--- src/rtl/packet_arbiter_if.sv ---
// packet_arbiter_if
//   Bundles the per-source beat streams feeding packet_arbiter and the single
//   merged stream it drives towards payload_aligner.
//
//   src_valid       per-port beat valid
//   src_packet      per-port data, port i at [i*DATA_WIDTH +: DATA_WIDTH]
//   src_sop         per-port start of packet
//   src_eop         per-port end of packet
//   src_byte_enable per-port byte enables, port i at [i*BE_WIDTH +: BE_WIDTH]
//   src_ready       per-port accept (beat moves when src_valid & src_ready)
//   dst_valid       merged beat valid
//   dst_packet      merged data
//   dst_sop         merged start of packet
//   dst_eop         merged end of packet
//   dst_byte_enable merged byte enables
//   dst_grant       port that sourced the current merged beat
//   err_count       saturating protocol-error count
//
//   slave  : the arbiter side
//   master : the source / sink side (testbench or surrounding logic)
interface packet_arbiter_if #(
  parameter int NUM_PORTS  = 4,
  parameter int DATA_WIDTH = 64,
  parameter int BE_WIDTH   = 8
);
  localparam int PW = (NUM_PORTS > 1) ? $clog2(NUM_PORTS) : 1;

  logic [NUM_PORTS-1:0]            src_valid;
  logic [NUM_PORTS*DATA_WIDTH-1:0] src_packet;
  logic [NUM_PORTS-1:0]            src_sop;
  logic [NUM_PORTS-1:0]            src_eop;
  logic [NUM_PORTS*BE_WIDTH-1:0]   src_byte_enable;
  logic [NUM_PORTS-1:0]            src_ready;

  logic                            dst_valid;
  logic [DATA_WIDTH-1:0]           dst_packet;
  logic                            dst_sop;
  logic                            dst_eop;
  logic [BE_WIDTH-1:0]             dst_byte_enable;
  logic [PW-1:0]                   dst_grant;
  logic [15:0]                     err_count;

  modport slave (
    input  src_valid, src_packet, src_sop, src_eop, src_byte_enable,
    output src_ready,
    output dst_valid, dst_packet, dst_sop, dst_eop, dst_byte_enable,
    output dst_grant, err_count
  );

  modport master (
    output src_valid, src_packet, src_sop, src_eop, src_byte_enable,
    input  src_ready,
    input  dst_valid, dst_packet, dst_sop, dst_eop, dst_byte_enable,
    input  dst_grant, err_count
  );
endinterface

--- src/rtl/packet_arbiter.sv ---
// packet_arbiter
//   Packet-granular round-robin arbiter merging NUM_PORTS beat streams onto
//   one stream. The downstream consumer has no backpressure, so every beat
//   accepted here appears on the output exactly one cycle later.
//
//   clk    clock, all logic on the rising edge
//   rst_b  synchronous reset, active-low; also forces every ready low
//   bus    packet_arbiter_if.slave (source streams in, merged stream out)
//
//   state  | meaning
//   IDLE   | no owner; pick next sop at/after ptr, swallow orphan beats
//   LOCKED | owner holds the output until its eop beat is accepted
module packet_arbiter #(
  parameter int NUM_PORTS  = 4,
  parameter int DATA_WIDTH = 64,
  parameter int BE_WIDTH   = 8
) (
  input  logic            clk,
  input  logic            rst_b,
  packet_arbiter_if.slave bus
);
  localparam int PW = (NUM_PORTS > 1) ? $clog2(NUM_PORTS) : 1;

  localparam logic [0:0] ST_IDLE   = 1'b0;
  localparam logic [0:0] ST_LOCKED = 1'b1;

  logic [0:0]            state;
  logic [PW-1:0]         ptr;
  logic [PW-1:0]         owner;

  logic [NUM_PORTS-1:0]  cand;
  logic [NUM_PORTS-1:0]  orphan;
  logic                  found;
  logic [PW-1:0]         winner;

  logic [NUM_PORTS-1:0]  ready;
  logic                  fwd;
  logic [PW-1:0]         sel;
  logic                  err_hit;

  logic [DATA_WIDTH-1:0] sel_packet;
  logic [BE_WIDTH-1:0]   sel_be;
  logic                  sel_sop;
  logic                  sel_eop;

  logic                  out_valid;
  logic [DATA_WIDTH-1:0] out_packet;
  logic                  out_sop;
  logic                  out_eop;
  logic [BE_WIDTH-1:0]   out_be;
  logic [PW-1:0]         out_grant;
  logic [15:0]           err_count;

  assign cand   = bus.src_valid & bus.src_sop;
  assign orphan = bus.src_valid & ~bus.src_sop;

  // First sop candidate at or after ptr, wrapping around the port list.
  always_comb begin
    int idx;
    idx    = 0;
    found  = 1'b0;
    winner = '0;
    for (int k = 0; k < NUM_PORTS; k++) begin
      idx = (int'(ptr) + k) % NUM_PORTS;
      if (!found && cand[idx[PW-1:0]]) begin
        found  = 1'b1;
        winner = idx[PW-1:0];
      end
    end
  end

  // In IDLE the winner and every orphan are accepted in the same cycle;
  // orphans are dropped, so at most one beat is forwarded per cycle.
  always_comb begin
    ready   = '0;
    fwd     = 1'b0;
    sel     = owner;
    err_hit = 1'b0;
    if (rst_b) begin
      if (state == ST_IDLE) begin
        ready   = orphan;
        err_hit = |orphan;
        if (found) begin
          ready[winner] = 1'b1;
          fwd           = 1'b1;
          sel           = winner;
        end
      end else begin
        ready[owner] = 1'b1;
        if (bus.src_valid[owner]) begin
          fwd     = 1'b1;
          err_hit = bus.src_sop[owner];
        end
      end
    end
  end

  assign sel_packet = bus.src_packet[int'(sel)*DATA_WIDTH +: DATA_WIDTH];
  assign sel_be     = bus.src_byte_enable[int'(sel)*BE_WIDTH +: BE_WIDTH];
  assign sel_sop    = bus.src_sop[sel];
  assign sel_eop    = bus.src_eop[sel];

  always_ff @(posedge clk) begin
    if (!rst_b) begin
      state      <= ST_IDLE;
      ptr        <= '0;
      owner      <= '0;
      out_valid  <= 1'b0;
      out_packet <= '0;
      out_sop    <= 1'b0;
      out_eop    <= 1'b0;
      out_be     <= '0;
      out_grant  <= '0;
      err_count  <= '0;
    end else begin
      out_valid <= fwd;
      out_sop   <= fwd & sel_sop;
      out_eop   <= fwd & sel_eop;
      if (fwd) begin
        out_packet <= sel_packet;
        out_be     <= sel_be;
        out_grant  <= sel;
      end

      if (err_hit && (err_count != 16'hFFFF)) begin
        err_count <= err_count + 16'd1;
      end

      case (state)
        ST_IDLE: begin
          if (found) begin
            ptr   <= (winner == PW'(NUM_PORTS - 1)) ? '0 : winner + 1'b1;
            owner <= winner;
            if (!sel_eop) begin
              state <= ST_LOCKED;
            end
          end
        end
        ST_LOCKED: begin
          if (fwd && sel_eop) begin
            state <= ST_IDLE;
          end
        end
        default: state <= ST_IDLE;
      endcase
    end
  end

  assign bus.src_ready       = ready;
  assign bus.dst_valid       = out_valid;
  assign bus.dst_packet      = out_packet;
  assign bus.dst_sop         = out_sop;
  assign bus.dst_eop         = out_eop;
  assign bus.dst_byte_enable = out_be;
  assign bus.dst_grant       = out_grant;
  assign bus.err_count       = err_count;
endmodule

--- src/flat_wrapper.sv ---
// flat-port wrapper written by rule: the top's interface ports become plain ports
module packet_arbiter_flat 
#(
  parameter int NUM_PORTS  = 4,
  parameter int DATA_WIDTH = 64,
  parameter int BE_WIDTH   = 8
)
  (clk, rst_b, bus_src_valid, bus_src_packet, bus_src_sop, bus_src_eop, bus_src_byte_enable, bus_src_ready, bus_dst_valid, bus_dst_packet, bus_dst_sop, bus_dst_eop, bus_dst_byte_enable, bus_dst_grant, bus_err_count);
  packet_arbiter_if #(.NUM_PORTS(NUM_PORTS), .DATA_WIDTH(DATA_WIDTH), .BE_WIDTH(BE_WIDTH)) bus_i ();
  input  logic clk;
  input  logic rst_b;
  input wire logic [$bits(bus_i.src_valid)-1:0] bus_src_valid;
  input wire logic [$bits(bus_i.src_packet)-1:0] bus_src_packet;
  input wire logic [$bits(bus_i.src_sop)-1:0] bus_src_sop;
  input wire logic [$bits(bus_i.src_eop)-1:0] bus_src_eop;
  input wire logic [$bits(bus_i.src_byte_enable)-1:0] bus_src_byte_enable;
  output wire logic [$bits(bus_i.src_ready)-1:0] bus_src_ready;
  output wire logic [$bits(bus_i.dst_valid)-1:0] bus_dst_valid;
  output wire logic [$bits(bus_i.dst_packet)-1:0] bus_dst_packet;
  output wire logic [$bits(bus_i.dst_sop)-1:0] bus_dst_sop;
  output wire logic [$bits(bus_i.dst_eop)-1:0] bus_dst_eop;
  output wire logic [$bits(bus_i.dst_byte_enable)-1:0] bus_dst_byte_enable;
  output wire logic [$bits(bus_i.dst_grant)-1:0] bus_dst_grant;
  output wire logic [$bits(bus_i.err_count)-1:0] bus_err_count;
  assign bus_i.src_valid = bus_src_valid;
  assign bus_i.src_packet = bus_src_packet;
  assign bus_i.src_sop = bus_src_sop;
  assign bus_i.src_eop = bus_src_eop;
  assign bus_i.src_byte_enable = bus_src_byte_enable;
  assign bus_src_ready = bus_i.src_ready;
  assign bus_dst_valid = bus_i.dst_valid;
  assign bus_dst_packet = bus_i.dst_packet;
  assign bus_dst_sop = bus_i.dst_sop;
  assign bus_dst_eop = bus_i.dst_eop;
  assign bus_dst_byte_enable = bus_i.dst_byte_enable;
  assign bus_dst_grant = bus_i.dst_grant;
  assign bus_err_count = bus_i.err_count;
  packet_arbiter #(.NUM_PORTS(NUM_PORTS), .DATA_WIDTH(DATA_WIDTH), .BE_WIDTH(BE_WIDTH)) u_core (.clk(clk), .rst_b(rst_b), .bus(bus_i));
endmodule
--- config.mk ---
export PLATFORM = sky130hd
export DESIGN_NAME = packet_arbiter_flat
export DESIGN_NICKNAME = d
export VERILOG_FILES = /design/src/rtl/packet_arbiter_if.sv /design/src/rtl/packet_arbiter.sv /design/src/flat_wrapper.sv
export SDC_FILE = /design/constraint.sdc
export NUM_CORES = 1
export LEC_CHECK = 0
export ABC_AREA = 1
export ABC_CLOCK_PERIOD_IN_PS = 3000
export CELL_PAD_IN_SITES_DETAIL_PLACEMENT = 1
export CELL_PAD_IN_SITES_GLOBAL_PLACEMENT = 1
export CORE_MARGIN = 5
export CORE_UTILIZATION = 26
export CTS_CLUSTER_DIAMETER = 80
export CTS_CLUSTER_SIZE = 8
export DETAILED_ROUTE_END_ITERATION = 10
export GPL_TIMING_DRIVEN = 0
export PLACE_DENSITY = 0.89
export SYNTH_ARGS = -nofsm -noshare
export SYNTH_HDL_FRONTEND = slang
export SYNTH_SLANG_ARGS = --single-unit
--- constraint.sdc ---
create_clock -name clk -period 3 [get_ports clk]
set_input_delay 0.6 -clock clk [delete_from_list [all_inputs] [get_ports clk]]
set_output_delay 0.6 -clock clk [all_outputs]
set_load 0.01 [all_outputs]
# After elaboration in Yosys (flattened, before gate mapping)
# Cells that the tools add are included.
[op_classes] n_mux=46 shifts=2 magnitude_cmp=9 n_eq_ne=2 div_mod_pow=0 reduce_logical=12 bitwise_logic=7 multipliers=0 n_addsub=5
[op_table] operator="$shiftx 256x9->64" n=1
[op_table] operator="$shiftx 32x6->8" n=1
[op_table] operator="$mux 1" n=24
[op_table] operator="$lt 2x3->1 const B" n=7
[op_table] operator="$add 16x1->16 const B" n=1
[op_table] operator="$bmux 1 s2" n=8
[op_table] operator="$mux 2" n=8
[op_table] operator="$ne 16x16->1 const B" n=1
[op_table] operator="$mux 4" n=3
[op_table] operator="$and 4x4->4" n=2
[op_table] operator="$logic_and 1x1->1" n=7
[op_table] operator="$add 2x1->2 const B" n=2
[op_table] operator="$add 2x2->2 const B" n=2
[op_table] operator="$demux 1 s2" n=2
[op_table] operator="$ge 2x1->1 const B" n=2
[op_table] operator="$not 4->4" n=1
[op_table] operator="$or 4x4->4" n=1
[op_table] operator="$reduce_or 4->1" n=1
[op_table] operator="$logic_not 1->1" n=3
[op_table] operator="$and 1x1->1" n=2
[op_table] operator="$eq 2x2->1 const B" n=1
[op_table] operator="$pmux 1 s2" n=1
[op_table] operator="$reduce_and 2->1" n=1
[op_table] operator="$not 1->1" n=1
[word_totals] romBits=0 out_inout_bits=97 latchBits=0 n_memories=0 wordCells=93 inputBits=302 register_bits=98 ram_bits=0

# Depth between registers and ports, before layout
# Gate-level depths: netlist of the first run.
[depth] word_depth=21 ltp_mapped=19 depth_no_buf=17

# Worst setup path before layout of the first run
# OpenSTA, ideal clock, no wires.
[synth_timing] path_kind="input -> output" start="input bus_src_valid[2]" end="output bus_src_ready[3]" path_buffers=0 slack_ns=0.459 stages=14 t_arrival_ns=1.941 cell_sequence="nand2_1 > nand2_1 > nand2_1 > nand2_1 > nand2_2 > nand2_1 > nand2_1 > nand2_1 > nand2_1 > inv_1 > nor2_1 > ha_1 > a21oi_1 > nor4_1"
[synth_between] elab_chain_len=21
[synth_rtl] element="from (decl)" line_no="flat_wrapper.sv:12" text="input wire logic [$bits(bus_i.src_valid)-1:0] bus_src_valid;"
[synth_rtl] element="$and 4x4->4 *" line_no="packet_arbiter.sv:54" text="assign cand = bus.src_valid & bus.src_sop;"
[synth_rtl] element="$bmux 1 s2" line_no="packet_arbiter.sv:65" text="if (!found && cand[idx[PW-1:0]]) begin"
[synth_rtl] element="$mux 1 (implied by the code)" line_no="packet_arbiter.sv:65"
[synth_rtl] element="$mux 1" line_no="packet_arbiter.sv:65"
[synth_rtl] element="$logic_not 1->1" line_no="packet_arbiter.sv:65"
[synth_rtl] element="$logic_and 1x1->1" line_no="packet_arbiter.sv:65"
[synth_rtl] element="$mux 1" line_no="packet_arbiter.sv:65"
[synth_rtl] element="$logic_not 1->1" line_no="packet_arbiter.sv:65"
[synth_rtl] element="[5 not listed]"
[synth_rtl] element="$lt 2x3->1 (implied by the code) / $ge 2x1->1 (equally long branches)" line_no="packet_arbiter.sv:84" text="ready[winner] = 1'b1;"
[synth_rtl] element="$logic_and 1x1->1 (implied by the code)" line_no="packet_arbiter.sv:84"
[synth_rtl] element="$mux 1 (implied by the code)" line_no="packet_arbiter.sv:84"
[synth_rtl] element="$demux 1 s2"
[synth_rtl] element="$or 4x4->4 (no line)"
[synth_rtl] element="$mux 4 *" line_no="packet_arbiter.sv:83" text="if (found) begin"
[synth_rtl] element="$mux 4 *" line_no="packet_arbiter.sv:80" text="if (state == ST_IDLE) begin"
[synth_rtl] element="$mux 4 *" line_no="packet_arbiter.sv:79" text="if (rst_b) begin"
[synth_rtl] element="to (decl)" line_no="flat_wrapper.sv:17" text="output wire logic [$bits(bus_i.src_ready)-1:0] bus_src_ready;"
# Every way passes the cells marked *; elsewhere a longest branch is shown, timed or not. The select of a mux whose other input is x is not followed.

# Final worst setup path of the first run
[layout_timing] start="register u_core.ptr[0]" end="output bus_src_ready[1]"
[layout_between] elab_chain_len=20
[layout_rtl] element="from (decl)" line_no="packet_arbiter.sv:28" text="logic [PW-1:0] ptr;"
[layout_rtl] element="from (signal assigned)" line_no="packet_arbiter.sv:132" text="ptr <= (winner == PW'(NUM_PORTS - 1)) ? '0 : winner + 1'b1;"
[layout_rtl] element="branches (longest 17 deep; another with $lt 2x3->1)"
[layout_rtl] element="$mux 4 *" line_no="packet_arbiter.sv:83"
[layout_rtl] element="$mux 4 *" line_no="packet_arbiter.sv:80"
[layout_rtl] element="$mux 4 *" line_no="packet_arbiter.sv:79"
# Every way passes the cells marked *. The select of a mux whose other input is x is not followed.

==> impl_metrics.csv, run 1 <==
group,metric,value,unit
grt,grtUsageTotal,0.237,
placement,hpwl,28200,um
yosys,synthTopCellsByArea,"dfxtp_1 (31%), nand2_1 (31%), nand3_1 (19%)",
sta,hold_viol,0,
worst_setup_path,r2r_slack,0.24,ns
yosys,synth.net_count,1383,
pwr,p_int,5.34,mW
pwr,p_sw,5.17,mW
pwr,finalPower,10.5,mW
grt,met3_usage,0.0633,
grt,grt-ovfl-total,0,
die,die_w,167,um
sta,finalCritPeriodShare,0.960,
finish,multi_input_area,3830,um2
worst_setup_path,cp.required,2.40,ns
sta,relSlewSlack,0.528,
yosys,synth-seq-cells,98,
routing,first_pass_iters,4,
routing,via_per_inst,4.89,
sta,setup_tns,0,ns
clock_tree,clock_path_buffers,2,
clock_tree,cts-root-buf,"clkbuf_16",
worst_setup_path,cp-start-kind,"flip-flop",
die,io-pin-count,399,
die,dieArea,27800,um2
yosys,synth_largest_area_cell,"dfxtp_1",
pwr,cellLeakagePower,4.98,nW
placement,gp_congestion,0.910,
routing,postRouteAntennaNets,0,
finish,fin_util,0.460,
grt,grt_start_max_net_pins,17,
yosys,synth-seq-area-share,0.307,
clock_tree,holdBufCountCts,0,
sta,clock_skew,0.0106,ns
yosys,synth_edf_count,0,
pwr,irDropWorstVdd,0.334,mV
pwr,combinationalPowerShare,0.694,
finish,fill_cells,3186,
routing,drc,0,
finish,register_area,1960,um2
clock_tree,htreeDepth,3,
yosys,yosysWarnings,0,
grt,grtUsageMet2,0.423,
die,fp.coreArea,24200,um2
grt,antenna_found_initial,4,
finish,layout-drive-gt1-share,0.0842,
pwr,power_frac_seq,0.188,
grt,met1_usage,0.269,
sta,slew_viol_final,0,
routing,drt-initial-drc-count,373,
sta,worst_pin_slew,0.708,ns
pwr,clkPwrFrac,0.119,
yosys,async_flop_share,0,
clock_tree,cts_tree,"yes",
routing,wirelength,34800,um
yosys,synthCells,1076,
die,die_h,167,um
worst_setup_path,endpoint_kind,"primary output",
sta,finalSetupViolCount,0,
yosys,ys_types,34,
clock_tree,cts_made_buffers,9,
worst_setup_path,crit_fanout,5,
grt,grt_pass1_vias,9533,
pwr,p_sw_frac,0.492,
routing,post_drt_wl_per_cell,19.0,um
die,rows,57,
job,max_cap_viol_count,0,
die,initial_core_util,0.264,
clock_tree,clk_pin_slew,0.07,ns
worst_setup_path,path_class,"flip-flop to primary output",
grt,grt_pass1_wl,52600,um
placement,io_buffers,398,
clock_tree,clk-insertion-delay-late,0.35,ns
sta,fmax,347,MHz
clock_tree,cts.sinks,98,
sta,fin_crit,2.88,ns
yosys,synthFlopType,"dfxtp_1",
pwr,power_density,943,nW/um2
status,status,"finished, final reports clean",
finish,syn2layout_area_growth,74.3,%
hold_path,min_path_type,"flip-flop to flip-flop",
finish,nNetsFinal,1799,
yosys,syn-cell-area,6390,um2
yosys,syn_area_per_cell,5.94,um2
worst_setup_path,crit_arrival,2.28,ns
grt,busiest_layer,"met2",
yosys,synth_top_area_share,0.307,
routing,vias,8918,
-- logic make-up after synthesis --
kind of cell,Yosys count,share of synthesized area
flops,98,0.307
simple gates,813,0.536
buf+inv,110,0.101
fa+ha+maj,5,0.00978
xor+xnor,3,0.00411
compound gates,47,0.0415
-- per-stage QoR --
step	setup WS (ns)	hold slack, ns	std cells	cell area [um2]
4_1_cts	0.00421	0.456	1815	11100
3_3_place_gp	-0.741	0.436	1798	10800
6_report	0.119	0.455	1825	11100
3_5_place_dp	-0.799	0.441	1798	10800
2_1_floorplan	0.459	0.474	1076	6390
5_1_grt	-0.0290	0.466	1825	11100
-- repair_timing --
item / in CTS / in global routing
pin swaps: 4 / 11
setup endpoints to repair: 47 / 44
buffers inserted: 1 / 5
resized for setup: 35 / 29
gates cloned: 0 / 1
-- layer usage --
layer / share of wire / vias to the layer above
li1: - / 4308
met1: 0.39 / 4172
met2: 0.50 / 367
met3: 0.073 / 71
met4: 0.034 / 0
met5: 0 / -
-- cell usage in the layout (no fill, tap or decap), types with 2 or more instances in the layout --
| cell type | n |
|---|---|
| nand2_1 | 513 |
| clkdlybuf4s50_1 | 386 |
| nand3_1 | 242 |
| dfxtp_1 | 97 |
| buf_2 | 37 |
| inv_1 | 35 |
| buf_6 | 23 |
| a21oi_1 | 21 |
| nor2_1 | 19 |
| o21ai_0 | 15 |
| buf_4 | 14 |
| nand2_2 | 12 |
| clkbuf_16 | 9 |
| nor3_1 | 8 |
| clkbuf_1 | 6 |
| clkbuf_2 | 6 |
| nor2_2 | 5 |
| ha_1 | 5 |
| diode_2 | 4 |
| nand4_1 | 4 |
| inv_2 | 4 |
| a31oi_1 | 4 |
| buf_1 | 3 |
| nor4_1 | 3 |
| inv_6 | 3 |
| xor2_1 | 2 |
| nor2_4 | 2 |
-- critical path, stage by stage, from the launching register on --
cell and delay [ns]:
dfxtp_2 0.38, buf_6 0.13, nand2_1 0.06, nand2_2 0.09
nand2_1 0.07, nand2_2 0.13, buf_4 0.13, nand4_1 0.08
nand2_1 0.11, nand2_2 0.10, inv_1 0.09, ha_1 0.14
nand2_1 0.05, a31oi_1 0.22, buf_2 0.17
-- power by group through the flow --
stage	combinational (mW)	sequential, mW	clock (mW)
global route	8.07	2.02	1.34
finish	7.29	1.97	1.25
global placement	7.01	1.97	0
detailed placement	7.24	1.99	0
floorplan	4.11	2.14	0
CTS	7.29	1.97	1.28
-- Yosys cell counts (2+ instances only) --
library cell and instances:
o21ai_0 15, buf_4 10, a21oi_1 21, nor4_1 4, xor2_1 2, nor3_1 8
dfxtp_1 98, clkbuf_1 5, nand4_1 4, inv_1 37, nand3_1 243, nand2_1 521
inv_2 3, nand2_2 4, a31oi_1 4, nor2_2 3, nor2_1 22, buf_6 21
ha_1 5, buf_1 3, buf_2 30
-- state kept, by name (all words and copies together), names as in the netlist --
signal                      flops
u_core.bus.dst_valid            1
u_core.bus.dst_sop              1
u_core.ptr                      2
u_core.bus.dst_packet          64
u_core.bus.err_count           16
u_core.bus.dst_byte_enable      8
u_core.owner                    2
u_core.state                    1
u_core.bus.dst_eop              1
u_core.bus.dst_grant            2
-- final cells by class --
type	instances	share of cell area
buffer	69	0.0448
clock inverter	5	0.00550
multi-input combinational	868	0.343
clock buffer	11	0.0218
timing repair buffer	405	0.357
sequential	98	0.176
antenna	4	0.000898
inverter	41	0.0145
tap	324	0.0364
-- worst paths after layout --
check / startpoint / end / cells after the start
worst max-delay path: u_core.ptr[0] / bus_src_ready[1] / 14
worst min-delay path: u_core.bus.dst_packet[59] / u_core.bus.dst_packet[59] / 2
worst max register to register: u_core.ptr[0] / u_core.bus.dst_packet[38] / 13
worst min register to register: u_core.bus.dst_packet[59] / u_core.bus.dst_packet[59] / 2
Power figures use the tool's default switching activity.
==> run 2: changes to the inputs <==
--- a/config.mk
+++ b/config.mk
@@ -17,3 +17,3 @@
 export GPL_TIMING_DRIVEN = 0
-export PLACE_DENSITY = 0.89
+export PLACE_DENSITY_LB_ADDON = 0.1
 export SYNTH_ARGS = -nofsm -noshare
==> constraint.sdc (replaced) <==
create_clock -name clk -period 3 [get_ports clk]
set_input_delay 0.75 -clock clk [delete_from_list [all_inputs] [get_ports clk]]
set_output_delay 0.75 -clock clk [all_outputs]
set_load 0.01 [all_outputs]
==> impl_metrics.csv, run 2 (synthesized netlist as in run 1, its figures left out) <==
group,metric,value,unit
status,status,"complete, but fails checks",
status,violations,"negative setup slack",
sta,slew_viol_final,0,
sta,relSlewSlack,0.581,
finish,fin_util,0.476,
die,dieArea,27800,um2
die,die_w,167,um
placement,preCtsSetupSlack,-1.20,ns
hold_path,min_from,"u_core.bus.dst_packet[49]",
routing,drt-initial-drc-count,311,
sta,finalSetupViolCount,4,
worst_setup_path,cp.required,2.25,ns
sta,clock_skew,0.0157,ns
sta,fmax,326,MHz
sta,finalCritPeriodShare,1.02,
clock_tree,cts_made_buffers,9,
finish,syn2layout_area_growth,80.4,%
sta,setup_slack,-0.0705,ns
grt,grt_pass1_wl,51800,um
hold_path,min_to,"u_core.bus.dst_packet[49]",
job,max_cap_viol_count,0,
routing,postRouteAntennaNets,0,
sta,hold_viol,0,
die,fp.coreArea,24200,um2
grt,grtUsageTotal,0.236,
placement,io_buffers,398,
placement,gp_congestion,0.831,
routing,drc,0,
clock_tree,clock_path_buffers,2,
sta,fin_crit,3.07,ns
die,io-pin-count,399,
grt,grt_pass1_vias,8710,
pwr,cellLeakagePower,5.12,nW
sta,rsz0062_at_grt,"yes",
worst_setup_path,r2r_slack,0.16,ns
routing,wirelength,35100,um
worst_setup_path,crit_arrival,2.32,ns
die,die_h,167,um
finish,final_cell_mix,"nand2_1 (498), clkdlybuf4s50_1 (386), nand3_1 (238), dfxtp_1 (96), buf_2 (35)",
die,initial_core_util,0.264,
grt,grt_start_max_net_pins,17,
placement,hpwl,27700,um
worst_setup_path,rr_worst_depth,16,
clock_tree,clk_pin_slew,0.06,ns
routing,vias,8712,
finish,largest_register_ff_count,64,
finish,nNetsFinal,1811,
clock_tree,cts-root-buf,"clkbuf_16",
sta,worst_pin_slew,0.622,ns
worst_setup_path,path_class,"input pin to primary output",
pwr,finalPower,11.0,mW
worst_setup_path,crit_fanout,5,
grt,antenna_found_initial,9,
pwr,power_density,952,nW/um2
clock_tree,cts_tree,"yes",
hold_path,min_path_cells,2,
worst_setup_path,timing.rr.end,"u_core.bus.dst_packet[28]",
grt,grt-ovfl-total,0,
finish,fill_cells,3167,
clock_tree,htreeDepth,3,
worst_setup_path,r2r_start,"u_core.ptr[0]",
hold_path,min_path_type,"flip-flop to flip-flop",
clock_tree,cts.sinks,98,
clock_tree,clk-insertion-delay-late,0.36,ns
finish,layout-drive-gt1-share,0.111,
pwr,irDropWorstVdd,0.378,mV
clock_tree,holdBufCountCts,0,
die,rows,57,
routing,post_drt_wl_per_cell,19.1,um
finish,final_common_cell,"nand2_1",
worst_setup_path,endpoint_kind,"primary output",
routing,via_per_inst,4.74,
routing,first_pass_iters,6,
worst_setup_path,cp-start-kind,"input pin",
run 2: changes by cell type in the layout (fill, tap and decap cells not counted), moves of 3 or more:
cell / before / now
nand3_1: 242 / 238
ha_1: 5 / 1
ha_4: 0 / 4
nand2_4: 1 / 11
clkbuf_2: 6 / 1
nor2_4: 2 / 5
nand2_1: 513 / 498
buf_6: 23 / 33
nand2_2: 12 / 17
nand3_2: 1 / 5
buf_4: 14 / 21
run 2: power breakdown:
part | total, mW | switching (mW) | leakage [nW] | internal [mW]
registers | 1.99 | 0.234 | 0.811 | 1.75
clock network | 1.31 | 0.571 | 0.153 | 0.736
logic | 7.69 | 4.47 | 4.15 | 3.22
run 2: worst max-delay path, cell delays in order:
cell and delay [ns]:
buf_8 0.10, nand2_4 0.07, nand2_4 0.05, nand2_4 0.08
nand2_4 0.06, nand2_4 0.10, nand2_2 0.06, nand2_1 0.06
nand2_1 0.08, nand2_2 0.09, inv_2 0.05, nor2_4 0.11
buf_6 0.11, ha_4 0.11, a21oi_2 0.05, nor4_2 0.18
buf_2 0.19
run 2: routing by layer:
metal / part of all wire / up-vias / wire [um] / track usage
li1: - / 4324 / - / -
met1: 0.42 / 4090 / 14600 / 0.282
met2: 0.50 / 252 / 17600 / 0.418
met3: 0.063 / 38 / 2210 / 0.0628
met4: 0.018 / 8 / 623 / 0.0662
met5: 0.0014 / - / 48 / 0
run 2: worst max-delay path by stage:
stage / start / endpoint / slack (ns) / cells past startpoint
after floorplan: bus_src_valid[2] / bus_src_ready[3] / 0.16 / 14
after global placement: bus_src_sop[2] / bus_src_ready[3] / -1.20 / 15
after detailed placement: bus_src_sop[0] / bus_src_ready[3] / -1.20 / 15
after CTS: bus_src_sop[1] / bus_src_ready[3] / -0.08 / 16
after global routing: bus_src_sop[2] / bus_src_ready[0] / -0.12 / 18
final: bus_src_valid[2] / bus_src_ready[3] / -0.07 / 17
run 2: layout make-up:
class	instances	area, um2	area share
plain buffers	68	489	0.0424
flip-flops and latches	98	1970	0.171
clock inverters	6	90.1	0.00781
repair buffers	418	4160	0.361
multi-input cells	868	4010	0.348
well taps	324	405	0.0351
diodes	5	12.5	0.00108
clock buffers	10	229	0.0199
inverters	41	169	0.0146
run 2: through the flow:
| stage | hold WS, ns | setup TNS (ns) | std cells | instance area [um2] |
|---|---|---|---|---|
| floorplan | 0.474 | 0 | 1076 | 6390 |
| CTS | 0.455 | -0.198 | 1825 | 11300 |
| global placement | 0.437 | -36.94 | 1798 | 10800 |
| global route | 0.467 | -0.432 | 1838 | 11500 |
| finish | 0.452 | -0.119 | 1838 | 11500 |
| detailed placement | 0.441 | -41.57 | 1798 | 10800 |
run 2: what timing repair did:
item	in CTS	in global routing
pin swaps	19	23
gates resized for setup	102	44
buffers inserted	12	7
cloned	0	1
endpoints found under the setup margin	74	10
